--- src/rtl/regfile_wb_pkg.sv ---
// Shared widths and the queued write-back entry type for the register file
// write-back unit.
package regfile_wb_pkg;

  localparam int ADDR_W = 5;
  localparam int DATA_W = 32;
  localparam logic [ADDR_W-1:0] REG_ZERO = 5'd0;

  typedef struct packed {
    logic [ADDR_W-1:0] addr;
    logic [DATA_W-1:0] data;
  } wb_entry_t;

endpackage

--- src/rtl/wb_fifo.sv ---
// Circular buffer of packed write-back entries; the whole entry array and the
// pointers are exposed so the owner can search queued writes.
module wb_fifo #(
  parameter  int DEPTH = 4,
  parameter  int WIDTH = 37,
  localparam int PTR_W = $clog2(DEPTH),
  localparam int CNT_W = $clog2(DEPTH + 1)
) (
  input  logic             clk,
  input  logic             rst,
  input  logic             push,
  input  logic [WIDTH-1:0] push_data,
  input  logic             pop,
  output logic [WIDTH-1:0] head_data,
  output logic [WIDTH-1:0] entries [DEPTH],
  output logic [PTR_W-1:0] head_ptr,
  output logic [PTR_W-1:0] tail_ptr,
  output logic [CNT_W-1:0] count,
  output logic             full,
  output logic             empty
);

  logic [WIDTH-1:0] mem [DEPTH];
  logic             do_push;
  logic             do_pop;

  assign full    = (count == CNT_W'(DEPTH));
  assign empty   = (count == '0);
  assign do_push = push && !full;
  assign do_pop  = pop && !empty;

  // NOTE: sequential state uses non-blocking assignments so every register
  // samples pre-edge values regardless of statement order.
  always_ff @(posedge clk or posedge rst) begin
    if (rst) begin
      head_ptr <= '0;
      tail_ptr <= '0;
      count    <= '0;
    end else begin
      // DEPTH is a power of two, so plain increment wraps the pointers.
      if (do_push) tail_ptr <= tail_ptr + PTR_W'(1);
      if (do_pop)  head_ptr <= head_ptr + PTR_W'(1);
      case ({do_push, do_pop})
        2'b10:   count <= count + CNT_W'(1);
        2'b01:   count <= count - CNT_W'(1);
        default: count <= count;
      endcase
    end
  end

  // NOTE: storage is not reset; an entry is only ever observed while count
  // says it is valid, so a reset on the array would only cost area.
  always_ff @(posedge clk) begin
    if (do_push) mem[tail_ptr] <= push_data;
  end

  assign entries   = mem;
  assign head_data = mem[head_ptr];

endmodule

--- src/rtl/regfile_writeback_unit.sv ---
// Write-side initiator for the MIPS register file: arbitrates ALU/load results
// into an in-order queue, drains it to the write port and offers bypass lookup.
module regfile_writeback_unit
  import regfile_wb_pkg::REG_ZERO;
#(
  parameter int DEPTH  = 4,
  parameter int DATA_W = 32,
  parameter int ADDR_W = 5
) (
  input  logic                       clk,
  input  logic                       rst,
  input  logic                       alu_valid,
  input  logic [ADDR_W-1:0]          alu_addr,
  input  logic [DATA_W-1:0]          alu_data,
  output logic                       alu_ready,
  input  logic                       mem_valid,
  input  logic [ADDR_W-1:0]          mem_addr,
  input  logic [DATA_W-1:0]          mem_data,
  output logic                       mem_ready,
  input  logic                       wb_stall,
  output logic [ADDR_W-1:0]          waddr,
  output logic [DATA_W-1:0]          wdata,
  output logic                       wren,
  input  logic [ADDR_W-1:0]          fwd_raddr0,
  input  logic [ADDR_W-1:0]          fwd_raddr1,
  output logic                       fwd_hit0,
  output logic                       fwd_hit1,
  output logic [DATA_W-1:0]          fwd_data0,
  output logic [DATA_W-1:0]          fwd_data1,
  output logic [$clog2(DEPTH+1)-1:0] pending_cnt,
  output logic                       full,
  output logic                       empty
);

  localparam int WIDTH = ADDR_W + DATA_W;
  localparam int PTR_W = $clog2(DEPTH);
  localparam int CNT_W = $clog2(DEPTH + 1);
  localparam logic [ADDR_W-1:0] ZERO_ADDR = ADDR_W'(REG_ZERO);

  logic             mem_take;
  logic             alu_take;
  logic [ADDR_W-1:0] push_addr;
  logic [DATA_W-1:0] push_dat;
  logic             push;
  logic [WIDTH-1:0] head_data;
  logic [WIDTH-1:0] entries [DEPTH];
  logic [PTR_W-1:0] head_ptr;
  logic [PTR_W-1:0] tail_ptr;
  logic [CNT_W-1:0] count;
  logic [PTR_W-1:0] idx;

  // Loads win over ALU results; readiness depends only on full, never on a pop.
  assign mem_ready = !full;
  assign alu_ready = !full && !mem_valid;
  assign mem_take  = mem_valid && mem_ready;
  assign alu_take  = alu_valid && alu_ready;

  assign push_addr = mem_take ? mem_addr : alu_addr;
  assign push_dat  = mem_take ? mem_data : alu_data;
  // Writes to r0 complete the handshake but are never queued.
  assign push      = (mem_take || alu_take) && (push_addr != ZERO_ADDR);

  wb_fifo #(
    .DEPTH (DEPTH),
    .WIDTH (WIDTH)
  ) u_fifo (
    .clk       (clk),
    .rst       (rst),
    .push      (push),
    .push_data ({push_addr, push_dat}),
    .pop       (wren),
    .head_data (head_data),
    .entries   (entries),
    .head_ptr  (head_ptr),
    .tail_ptr  (tail_ptr),
    .count     (count),
    .full      (full),
    .empty     (empty)
  );

  assign pending_cnt = count;
  assign wren        = !empty && !wb_stall;
  assign waddr       = empty ? '0 : head_data[DATA_W +: ADDR_W];
  assign wdata       = empty ? '0 : head_data[DATA_W-1:0];

  // Youngest-first scan from tail-1 back to head; first match wins.
  // NOTE: every always_comb output gets a default first so no path can
  // leave a value held and infer a latch.
  always_comb begin
    fwd_hit0  = 1'b0;
    fwd_hit1  = 1'b0;
    fwd_data0 = '0;
    fwd_data1 = '0;
    idx       = '0;
    for (int i = 0; i < DEPTH; i++) begin
      idx = tail_ptr - PTR_W'(i + 1);
      if (CNT_W'(i) < count) begin
        if (!fwd_hit0 && fwd_raddr0 != ZERO_ADDR &&
            entries[idx][DATA_W +: ADDR_W] == fwd_raddr0) begin
          fwd_hit0  = 1'b1;
          fwd_data0 = entries[idx][DATA_W-1:0];
        end
        if (!fwd_hit1 && fwd_raddr1 != ZERO_ADDR &&
            entries[idx][DATA_W +: ADDR_W] == fwd_raddr1) begin
          fwd_hit1  = 1'b1;
          fwd_data1 = entries[idx][DATA_W-1:0];
        end
      end
    end
  end

endmodule

--- config.mk ---
export PLATFORM = sky130hd
export DESIGN_NAME = regfile_writeback_unit
export DESIGN_NICKNAME = d
export VERILOG_FILES = /design/src/rtl/regfile_wb_pkg.sv /design/src/rtl/wb_fifo.sv /design/src/rtl/regfile_writeback_unit.sv
export SDC_FILE = /design/constraint.sdc
export NUM_CORES = 1
export LEC_CHECK = 0
export CORE_MARGIN = 2
export CORE_UTILIZATION = 27
export CTS_CLUSTER_DIAMETER = 100
export CTS_CLUSTER_SIZE = 12
export DETAILED_ROUTE_END_ITERATION = 10
export PLACE_DENSITY_LB_ADDON = 0.12
export SYNTH_ARGS = -nofsm -noshare
export SYNTH_HDL_FRONTEND = slang
export SYNTH_HIERARCHICAL = 1
export SYNTH_SLANG_ARGS = --single-unit
--- constraint.sdc ---
create_clock -name clk -period 4.5 [get_ports clk]
set_input_delay 0.675 -clock clk [delete_from_list [all_inputs] [get_ports clk]]
set_output_delay 0.675 -clock clk [all_outputs]
set_load 0.005 [all_outputs]
## Word level (Yosys, flattened, before mapping)

Index checks and enable logic that the tools add are counted.

- Flip-flop bits (word level): 155
- Latch bits: 0
- Bits in writable memories: 0
- ROM bits: 0
- Bits of input ports: 89
- Output and inout port bits: 111
- Memories: 0

- Add/sub/neg operators: 7
- $mul: 0
- Divide/modulo/power cells: 0
- Order comparisons: 10
- Eq/ne operators: 11
- Shift-type cells: 0
- Mux-type cells: 55
- Bitwise logic cells: 5
- Reductions and logical operators: 38

Operators with widths:

| kind | count |
|---|---|
| $mux W32 | 18 |
| $mux W37 | 11 |
| $bmux W37 S2 | 5 |
| $bwmux W148 | 1 |
| $demux W37 S2 | 1 |
| $eq A5 B5 Y1 | 8 |
| $logic_and A1 B1 Y1 | 22 |
| $mux W1 | 16 |
| $ge A3 B3 Y1 const B | 5 |
| $not A2 Y3 | 5 |
| $reduce_bool A5 Y1 | 3 |
| $logic_not A1 Y1 | 10 |
| $mux W5 | 2 |
| $lt A1 B3 Y1 const A | 2 |
| $lt A2 B3 Y1 const A | 2 |
| $pmux W3 S2 | 1 |
| $add A2 B1 Y2 const B | 2 |
| $sub A2 B2 Y2 const B | 2 |
| $add A3 B1 Y3 const B | 1 |
| $eq A3 B3 Y1 const B | 1 |
| $logic_not A3 Y1 | 1 |
| $lt A3 B1 Y1 const B | 1 |
| $sub A3 B1 Y3 const B | 1 |
| $eq A2 B1 Y1 const B | 1 |
| 4 further kinds | 4 |

## Longest topological paths before layout

- Word-level depth: 24
- Depth in mapped cells: 14
- Mapped depth without buffers: 13

## Cells and area by module

The synthesis kept the hierarchy.

By module, submodules not included:

| module | instances | cells each | area an instance (um2) | sequential area each (um2) |
|---|---|---|---|---|
| regfile_writeback_unit | 1 | 941 | 6905.4 | 0.0 |
| wb_fifo | 1 | 231 | 5759.3 | 4619.4 |

## Least setup slack after synthesis

No wires, ideal clock.

- Kind: reg2reg
- Start: register u_fifo.count[2]
- End: register u_fifo.count[2]
- Data arrival time: 3432 ps
- Required time: 4420 ps
- Setup slack: 989 ps
- Stages on the path, launching flop included: 15
- Path buffers: 1
- Period minus slack after synthesis: 3511 ps
- Path through: dfrtp_1 > nor3b_2 > nor2b_1 > clkbuf_1 > mux2_2 > or4_1 > o221a_2 > nor2b_2 > inv_1 > ha_1 > inv_1 > fa_1 > xor2_1 > nor2_1 > xor2_1

- Longest elaborated chain between the ends: 9

Ends and longest elaborated chain:

| element | line | text |
|---|---|---|
| start, declared | wb_fifo.sv:18 | `output logic [CNT_W-1:0] count,` |
| start signal, assigned | wb_fifo.sv:44 | `2'b10: count <= count + CNT_W'(1);` |
| start signal, assigned | wb_fifo.sv:45 | `2'b01: count <= count - CNT_W'(1);` |
| start signal, assigned | wb_fifo.sv:46 | `default: count <= count;` |
| $eq A3 B3 Y1 (*) | wb_fifo.sv:27 | `assign full = (count == CNT_W'(DEPTH));` |
| via full | regfile_writeback_unit.sv:31 | `output logic full,` |
| $logic_not A1 Y1 (*) | regfile_writeback_unit.sv:53 | `assign mem_ready = !full;` |
| $logic_and A1 B1 Y1 (*) | regfile_writeback_unit.sv:55 | `assign mem_take = mem_valid && mem_ready;` |
| $mux W5 (*) | regfile_writeback_unit.sv:58 | `assign push_addr = mem_take ? mem_addr : alu_addr;` |
| via push_addr[3] | regfile_writeback_unit.sv:42 | `logic [ADDR_W-1:0] push_addr;` |
| $reduce_bool A5 Y1 (*) | regfile_writeback_unit.sv:61 | `assign push = (mem_take \|\| alu_take) && (push_addr != ZERO_ADDR);` |
| $logic_and A1 B1 Y1 (*) | regfile_writeback_unit.sv:61 |  |
| via push | regfile_writeback_unit.sv:44 | `logic push;` |
| $logic_and A1 B1 Y1 (*) | wb_fifo.sv:29 | `assign do_push = push && !full;` |
| $eq A2 B1 Y1 or $eq A2 B2 Y1 (tied branches) | wb_fifo.sv:43 | `case ({do_push, do_pop})` |
| $pmux W3 S2 or $reduce_bool A2 Y1 (tied branches) | - |  |

Mark *: on every way through the listed nets, which the timed path passes. The rest lies on a longest branch.
A chain may end at the register's enable or synchronous reset.

## Final worst setup path

- Start: register u_fifo.tail_ptr[1]
- End: output port fwd_data0[14]

- Longest elaborated chain between the ends: 24

Ends and longest elaborated chain:

| element | line | text |
|---|---|---|
| start, declared | wb_fifo.sv:17 | `output logic [PTR_W-1:0] tail_ptr,` |
| start signal, assigned | wb_fifo.sv:41 | `if (do_push) tail_ptr <= tail_ptr + PTR_W'(1);` |
| $sub A2 B1 Y2 | regfile_writeback_unit.sv:96 | `idx = tail_ptr - PTR_W'(i + 1);` |
| $not A2 Y3 (not written as such) | regfile_writeback_unit.sv:99, regfile_writeback_unit.sv:101 |  |
| $bmux W37 S2 | regfile_writeback_unit.sv:99, regfile_writeback_unit.sv:101 |  |
| $mux W37 (not written as such) (2 in a row) | regfile_writeback_unit.sv:101 | `fwd_data0 = entries[idx][DATA_W-1:0];` |
| $eq A5 B5 Y1 | regfile_writeback_unit.sv:99 | `entries[idx][DATA_W +: ADDR_W] == fwd_raddr0) begin` |
| $logic_and A1 B1 Y1 | regfile_writeback_unit.sv:98 | `if (!fwd_hit0 && fwd_raddr0 != ZERO_ADDR &&` |
| $mux W1 | regfile_writeback_unit.sv:98 |  |
| $mux W1 | regfile_writeback_unit.sv:97 | `if (CNT_W'(i) < count) begin` |
| [5 not listed] | - |  |
| $logic_not A1 Y1 | regfile_writeback_unit.sv:98 |  |
| $logic_and A1 B1 Y1 (2 in a row) | regfile_writeback_unit.sv:98 |  |
| $mux W1 | regfile_writeback_unit.sv:98 |  |
| $mux W1 | regfile_writeback_unit.sv:97 |  |
| $logic_not A1 Y1 | regfile_writeback_unit.sv:98 |  |
| $logic_and A1 B1 Y1 (2 in a row) | regfile_writeback_unit.sv:98 |  |
| $mux W32 | regfile_writeback_unit.sv:98 |  |
| $mux W32 (*) | regfile_writeback_unit.sv:97 |  |
| end, declared | regfile_writeback_unit.sv:28 | `output logic [DATA_W-1:0] fwd_data0,` |

Mark *: on every way between the ends. The rest lies on a longest branch, timed or not. The select of a mux whose other input is x is not followed.

==> impl_metrics.json <==
{
  "use_met2_pct": 30.8,
  "grt_use_met1_pct": 23.5,
  "clockRootBuffer": "clkbuf_16",
  "crit_path_start_kind": "flop",
  "totalPowerFinal_mw": 12.2,
  "leakage_nw": 5.53,
  "dieArea_um2": 48700,
  "drc_errors": 0,
  "antenna_found_initial": 0,
  "gr-usage-met3_pct": 2.64,
  "syn_nets": 1267,
  "criticalPathCategory": "flop to output pin",
  "die_w_um": 221,
  "rows": 79,
  "synthToLayoutAreaGrowth_pct": 28.6,
  "cts_tree": "built",
  "hp-class": "primary input to asynchronous set/reset pin",
  "fmax_mhz": 224,
  "slew_headroom_pct": 38.2,
  "clock_skew_ps": 11.0,
  "num-fill-cells": 4675,
  "power.density_nw_per_um2": 749,
  "multiInputGateArea_um2": 7510,
  "worst_pin_slew_ps": 926,
  "drt_iter0_markers": 688,
  "cp_max_fo": 33,
  "coreArea_um2": 46500,
  "grt_pass1_wl_um": 64500,
  "async_reset_ff_share_pct": 4.52,
  "synth_edf_count": 148,
  "clock-sinks": 155,
  "layout_commonest_cell": "clkdlybuf4s50_1",
  "utilization_pct": 35.0,
  "seq_area_frac_synth_pct": 36.5,
  "crit_chain": "buf_4, mux4_2, xor2_1, a211oi_1, and4_2, buf_12, a311oi_2, o22ai_1, clkdlybuf4s50_1",
  "grt_util_all_layers_pct": 18.1,
  "crit_family": "buffers and inverters",
  "syn_inst": 1172,
  "crit_slowest_cell": "clkdlybuf4s50_1",
  "cts_made_buffers": 17,
  "viasPerCell": 5.28,
  "final-instance-count-excl-fill": 1963,
  "grt.overflow.total": 0,
  "fin_nets": 1438,
  "grt_max_degree": 162,
  "cp.buffers_inverters": 3,
  "antenna_cells": 0,
  "finalSetupViolCount": 0,
  "syn_area_per_cell_um2": 10.8,
  "synthDistinctLibCells": 66,
  "finalHoldViolCount": 0,
  "portBuffers": 199,
  "period_needed_ps": 4460,
  "seq_area_um2": 4630,
  "initial_core_util_pct": 27.3,
  "drt-total-wl_um": 44800,
  "clock_latency_ps": 450,
  "post_synth_instance_area_um2": 12700,
  "clkTransAtPathRegs_ps": 70,
  "period_share_pct": 99.1,
  "clk_path_buf_depth": 2,
  "ys_dominant_reg_cell": "edfxtp_1",
  "rsz0062_at_grt": "yes",
  "htreeDepth": 4,
  "maxSlewViolCount": 0,
  "dp.cells": 1917,
  "drt-wirelength-per-cell_um": 22.8,
  "hold_buffers": 0,
  "drt_pre_antenna_iters": 5,
  "grt_pass1_vias": 10300,
  "ys_seq_elements": 155,
  "ys.warnings.count": 6,
  "endpoint_kind": "output pin",
  "layout-drive-gt1-share_pct": 25.3,
  "place_congestion": 0.837,
  "top_usage_layer": "met2",
  "dp_hpwl_um": 29200,
  "max_stage_delay_ps": 580,
  "antenna_left": 0,
  "irDropWorstVdd_mv": 0.454,
  "required_ps": 3830,
  "layout_common_cells": "196 x clkdlybuf4s50_1, 148 x edfxtp_1, 111 x nor2_1",
  "fp.dieH_um": 221,
  "max_cap_viol_count": 0,
  "num_vias": 10400,
  "status": "finished clean",
  "ios": 200,
  "arrival_ps": 3790
}
==> metrics by stage <==
step,worst slack (ps),instance area (µm²),hold WS [ps],TNS [ps]
final,39.7,16300,461,0
after global routing,-24.3,16300,471,-36.9
after CTS,1.48,16000,456,0
after detailed placement,156,15400,681,0
after global placement,86.4,15400,657,0
after floorplan,989,12700,478,0
==> layer usage <==
| layer | wire length [µm] | vias to the layer above |
|---|---|---|
| met5 | 0 | - |
| met4 | 999 | 0 |
| met3 | 2130 | 60 |
| met2 | 21600 | 312 |
| met1 | 20100 | 5131 |
| li1 | - | 4860 |
==> flip-flops by register name, summed over array words and instances (netlist names) <==
| register | count |
|---|---|
| u_fifo/entries | 148 |
| u_fifo/count | 3 |
| u_fifo/tail_ptr | 2 |
| u_fifo/head_ptr | 2 |
==> final timing paths <==
| kind | from | to | slack, ps | depth (start not counted) |
|---|---|---|---|---|
| max in group asynchronous | rst | u_fifo/tail_ptr[1] | 3770 | 2 |
| hold / removal | rst | u_fifo/count[0] | 460 | 2 |
| min in group clk | u_fifo/count[0] | u_fifo/count[0] | 690 | 2 |
| hold reg to reg | u_fifo/count[0] | u_fifo/count[0] | 690 | 2 |
| setup / recovery | u_fifo/tail_ptr[1] | fwd_data0[14] | 40 | 9 |
| setup reg to reg | u_fifo/count[2] | u_fifo/count[2] | 790 | 13 |
==> power breakdown <==
part | switching [mW] | leakage [nW] | internal (mW) | total (mW)
Clock | 0.644 | 0.260 | 0.791 | 1.44
Sequential | 0.447 | 1.44 | 2.17 | 2.61
Combinational | 4.27 | 3.83 | 3.88 | 8.15
==> cells in the mapped netlist, types with 34 or more instances <==
master    count  area, µm²
nand2_1      67        251
mux2_2       78        878
a21oi_1      62        310
nor3_1       36        180
mux4_2       54       1220
edfxtp_1    148       4440
nor2b_1      61        382
o22ai_1      61        382
o21ai_0      34        170
nor2_1      112        420
mux2i_1      69        691
clkbuf_1     54        203
==> cells by family after synthesis <==
logic type,count (synthesis),share of synthesized area (%)
multiplexers,203,22.4
flip-flops,155,36.5
AND/OR/NAND/NOR,374,15.5
buffers and inverters,127,5.96
AO/OA/AOI/OAI,266,16.2
adder cells (fa/ha/maj),6,0.652
XOR/XNOR,41,2.84
==> timing repair <==
item / 4_1_cts / 5_1_grt
pin swaps: 2 / 5
resized for setup: 8 / 28
setup endpoints to repair: 33 / 41
setup buffers: 7 / 5
cloned: 0 / 2
==> final cells by class <==
type | instances | area share [%]
clock buffer | 19 | 2.78
multi-input combinational | 890 | 46.1
inverter | 12 | 0.292
timing repair buffer | 267 | 17.0
tap | 607 | 4.66
sequential | 155 | 28.4
clock inverter | 13 | 0.730
Note: power is estimated with default switching activity, not from simulation.
==> RTL change 1 (config.mk and constraints unchanged) <==
The package constant `REG_ZERO` goes from 5'd0 to 5'd1.
--- a/src/rtl/regfile_wb_pkg.sv
+++ b/src/rtl/regfile_wb_pkg.sv
@@ -4,7 +4,7 @@
 
   localparam int ADDR_W = 5;
   localparam int DATA_W = 32;
-  localparam logic [ADDR_W-1:0] REG_ZERO = 5'd0;
+  localparam logic [ADDR_W-1:0] REG_ZERO = 5'd1;
 
   typedef struct packed {
     logic [ADDR_W-1:0] addr;
Formal check against the unedited RTL: not equivalent (a bounded check fails within 4 cycles, from zero or initial values and one cycle with rst high).
==> RTL change 1 against the unedited design <==
  * First-iteration DRC count grew 13%
  * Clock power barely moved
  * Worst hold slack improved by 29 ps
  * Synthesized cell count shrank 3.8%
  * Sequential cell count did not move
  * Design area fell by 4.4%
  * Fmax is 1.3% higher
  * Total power fell by 4.1%
  * Worst setup slack gained 58 ps
  * Area after synthesis shrank 4.4%
  * Wire length fell by 8.0%
  * Count of clock-buffer cells in the layout fell by 2
  * Largest cell class unchanged
  * Highest routed layer unchanged
==> RTL change 1: results (changes against the unedited design) <==
| Metric | Value |
|---|---|
| Outcome | `complete, no violations` |
| Commonest cells post-synth | `edfxtp_1, nor2_1, mux2_2` |
| P_leak | `5.24 nW (-5.3%)` |
| FILL cells | `4349 (-7.0%)` |
| Ys flop type | `edfxtp_1` |
| CP max stage delay | `640 ps (+60 ps)` |
| First-pass GRT wire length | `62300 um (-3.5%)` |
| PortBufs | `199 (unchanged)` |
| Clock root buffer | `clkbuf_16` |
| Share of layout cells above drive strength 1 | `20.4% (-4.9 points)` |
| Post-synthesis sequential area ratio | `38.1% (+1.7 points)` |
| Max FO, Critical Path | `32 (-3.0%)` |
| Drt pass-1 iters | `5 (unchanged)` |
| Synth unique cells | `46 (-30%)` |
| Post-CTS Resized | `5 (-3)` |
| CTS Buf Count | `17 (unchanged)` |
| Max stage delay cell, worst path | `mux4_1` |
| Syn_nets | `1222 (-3.6%)` |
| CP arrival | `3730 ps (-60 ps)` |
| Via density | `5.25 (-0.52%)` |
| Postcts setup bufs | `6 (-1)` |
| Final nets | `1388 (-3.5%)` |
| Initial DRC Count | `777 (+13%)` |
| Largest net degree at the start of global routing | `165 (+1.9%)` |
| Placer Congestion | `0.883 (+5.5%)` |
| GRT Total Usage | `17.7% (-0.41 points)` |
| DPL Wire Length | `27300 um (-6.5%)` |
| Vias in the first global route | `10068 (-2.6%)` |
| Worst VDD drop | `0.000500 V (+10%)` |
| Clk buf depth | `2 (unchanged)` |
| Routed WL | `41200 um (-8.0%)` |
| Clk Latency, worst-skew pair | `between 400 and 500 ps` |
| Class of the worst hold path | `in -> async` |
| Relative slew slack | `43.8% (+5.6 points)` |
| Ranking of synthesized cells by area | `edfxtp_1, mux4_2, mux2_2` |
| Number of flops mapped to enable cells by yosys | `148 (unchanged)` |
| Clk_skew | `5.55 ps (-5.50 ps)` |
==> RTL change 1: cell types whose count changed after synthesis, moves of 9 or more <==
cell / change
nor2b_1: +9
o22ai_1: -27
a221oi_2: -27
o22ai_2: +27
clkbuf_1: +14
a311oi_1: -30
nor3b_1: -29
mux4_1: +9
a221oi_1: +60
and2_1: +10
==> RTL change 1: worst paths after layout <==
kind	start	endpoint	slack, ps	depth (start not counted)
hold / removal	rst	u_fifo/head_ptr[1]$_DFFE_PP0P_	490	2
min in group clk	u_fifo/count[0]$_DFFE_PP0P_	u_fifo/count[0]$_DFFE_PP0P_	730	1
max in group asynchronous	rst	u_fifo/head_ptr[0]$_DFFE_PP0P_	3740	2
setup reg to reg	u_fifo/count[2]$_DFFE_PP0P_	u_fifo/count[2]$_DFFE_PP0P_	980	13
hold reg to reg	u_fifo/count[0]$_DFFE_PP0P_	u_fifo/count[0]$_DFFE_PP0P_	730	1
setup / recovery	u_fifo/tail_ptr[1]$_DFFE_PP0P_	fwd_data1[15]	100	10
==> RTL change 1: where the power goes <==
part           internal, W  total [W]  switching, W  leakage (nW)
Combinational      0.00369    0.00768       0.00399          3.51
Sequential         0.00217    0.00257      0.000410          1.44
Clock             0.000781    0.00144      0.000658         0.284
Total              0.00664     0.0117       0.00506          5.24
==> RTL change 1: routing by layer <==
layer / GRT usage [%] / routed length, um
met1: 23.9 / 18900
met2: 28.7 / 19400
met3: 3.37 / 2210
met4: 5.45 / 721
met5: 0 / 0
==> RTL change 1: kinds of logic after synthesis <==
| family | count (synthesis) | synth area share [%] |
|---|---|---|
| AND/OR/NAND/NOR | 343 | 13.8 |
| AO/OA/AOI/OAI | 266 | 16.4 |
| flip-flops | 155 | 38.1 |
| buffers and inverters | 120 | 4.89 |
| XOR/XNOR | 42 | 3.04 |
| multiplexers | 195 | 23.1 |
| adder cells (fa/ha/maj) | 6 | 0.682 |
==> RTL change 1: stage by stage <==
stage	hold WS (ps)	instance area [um^2]	setup slack, ps	instances	util (%)
2_1_floorplan	478	12100	1220	1127	-
3_3_place_gp	715	14800	139	1853	33.4
3_5_place_dp	722	14800	128	1853	33.4
4_1_cts	465	15400	2.82	1892	34.9
5_1_grt	492	15600	4.82	1898	35.2
6_report	491	15600	97.5	1898	35.2
==> RTL change 1: layout make-up <==
type / count / area share, %
repair buffers: 255 / 16.4
inverters: 11 / 0.298
flip-flops and latches: 155 / 29.8
clock buffers: 17 / 2.73
well taps: 592 / 4.76
clock inverters: 15 / 1.01
multi-input cells: 853 / 45.0
==> RTL change 1: worst max-delay path: cells and delay by family (launching register included) <==
family,cells,cell delay (ps)
muxes,2,960
DFF,1,480
and+or+nand+nor,1,260
AOI/OAI and AO/OA,3,550
buffers and inverters,4,1000
==> RTL change 2 (config.mk and constraints unchanged) <==
Without the edit above. Reset style: synchronous (`rst`), changed in one clocked block.
--- a/src/rtl/wb_fifo.sv
+++ b/src/rtl/wb_fifo.sv
@@ -31,7 +31,7 @@
 
   // NOTE: sequential state uses non-blocking assignments so every register
   // samples pre-edge values regardless of statement order.
-  always_ff @(posedge clk or posedge rst) begin
+  always_ff @(posedge clk) begin
     if (rst) begin
       head_ptr <= '0;
       tail_ptr <= '0;
Function: differs if rst is asserted again (counterexample within 4 cycles, from zero or initial values and one cycle with rst high); with rst held inactive, the same outputs for 4 cycles.
==> RTL change 2 against the unedited design <==
  * Design area decreased by 0.71%
  * Combinational power is 43% lower
  * Synthesized cell count is 1.0% higher
  * Highest routed layer is now met5
  * Wire length shrank 0.37%
  * Total power fell by 31%
  * First-iteration DRC count is 15% higher
  * Utilization shrank 0.25 points
  * Worst setup slack gained 71 ps
  * Via count rose by 1.5%
  * Largest cell class unchanged
  * Die area barely moved
  * Area after synthesis barely moved
  * Sequential cell count unchanged
  * Sequential power decreased by 14%
==> RTL change 2: results (changes against the unedited design) <==
| Metric | Value |
|---|---|
| Asr flop ratio synth | `0% (-4.5 points)` |
| Postcts setup bufs | `9 (+2)` |
| Met3 usage | `2.79% (+0.15 points)` |
| Clk_skew | `7.94 ps (-3.10 ps)` |
| Max FO, Critical Path | `15 (-55%)` |
| Ranking of synthesized cells by area | `edfxtp_1, mux4_2, mux2_2` |
| Dpl cell area | `15400 um^2 (+0.31%)` |
| Placed cell count | `1939 (+1.1%)` |
| Post-synthesis mux area share | `22.3% (-0.091 points)` |
| DPL Wire Length | `30000 um (+2.9%)` |
| Met2 Use GR | `31.2% (+0.39 points)` |
| Worst Tran Pin Value | `885 ps (-41.4 ps)` |
| Synth Area in Compound Gates | `16.4% (+0.27 points)` |
| Share of layout cells above drive strength 1 | `23.7% (-1.6 points)` |
| DR vias | `10522 (+1.5%)` |
| Worst VDD drop | `0.000341 V (-25%)` |
| Vias in the first global route | `10483 (+1.4%)` |
| First-pass GRT wire length | `65200 um (+0.99%)` |
| Commonest cells post-synth | `edfxtp_1, nor2_1, mux2_2` |
| Avg Cell Area, Syn | `10.7 um^2 (-1.0%)` |
| Placer Congestion | `0.826 (-1.3%)` |
| Pre-CTS setup slack | `111 ps (-45.0 ps)` |
| Post-CTS Resized | `0 (-8)` |
| Class of the worst hold path | `reg -> reg` |
| FILL cells | `4619 (-1.2%)` |
| GRT Total Usage | `18.2% (+0.070 points)` |
| CP arrival | `3710 ps (-80 ps)` |
| Antenna violations before repair | `1 (+1)` |
| Outcome | `complete, no violations` |
| Drt wl/cell | `22.5 um (-1.2%)` |
| Syn_nets | `1279 (+0.95%)` |
| Initial DRC Count | `793 (+15%)` |
## RTL change 2: final cells by class
| type | count | area (um^2) | area share, % |
|---|---|---|---|
| clock inverters | 13 | 176 | 1.09 |
| inverters | 13 | 51.3 | 0.317 |
| flip-flops and latches | 155 | 4600 | 28.4 |
| clock buffers | 18 | 429 | 2.65 |
| multi-input cells | 901 | 7430 | 46.0 |
| diodes | 1 | 2.50 | 0.0155 |
| repair buffers | 272 | 2720 | 16.8 |
| well taps | 607 | 759 | 4.70 |
## RTL change 2: path summary, 6_finish.rpt
path                                                     end  slack, ps                             from  cells past startpoint
worst min-delay path            u_fifo/count[2]$_SDFFE_PP0P_        670     u_fifo/count[2]$_SDFFE_PP0P_                      3
worst min register to register  u_fifo/count[2]$_SDFFE_PP0P_        670     u_fifo/count[2]$_SDFFE_PP0P_                      3
worst max-delay path                            fwd_data0[3]        110  u_fifo/tail_ptr[0]$_SDFFE_PP0P_                      9
worst max register to register  u_fifo/count[2]$_SDFFE_PP0P_        850     u_fifo/count[2]$_SDFFE_PP0P_                     15
## RTL change 2: critical path, stage by stage, from the launching register on
cell and delay [ps]:
dfxtp_4 440, buf_4 160, mux4_2 580, xnor2_1 160, a211o_2 340, or2_2 350, buf_4 230, a311oi_1 310
o22ai_1 200, clkdlybuf4s50_1 480
## RTL change 2: power by group
group | switching [W] | leakage (nW) | total (W) | internal [W]
Combinational | 0.00246 | 3.50 | 0.00462 | 0.00216
Sequential | 0.000270 | 1.43 | 0.00225 | 0.00198
Clock | 0.000608 | 0.285 | 0.00153 | 0.000919
## RTL change 2: layer usage
layer | up-vias | wire length (um) | part of all wire (%)
met5 | - | 13 | 0.029
li1 | 4923 | - | -
met4 | 2 | 644 | 1.4
met2 | 296 | 21900 | 49
met3 | 43 | 2020 | 4.5
met1 | 5258 | 20000 | 45
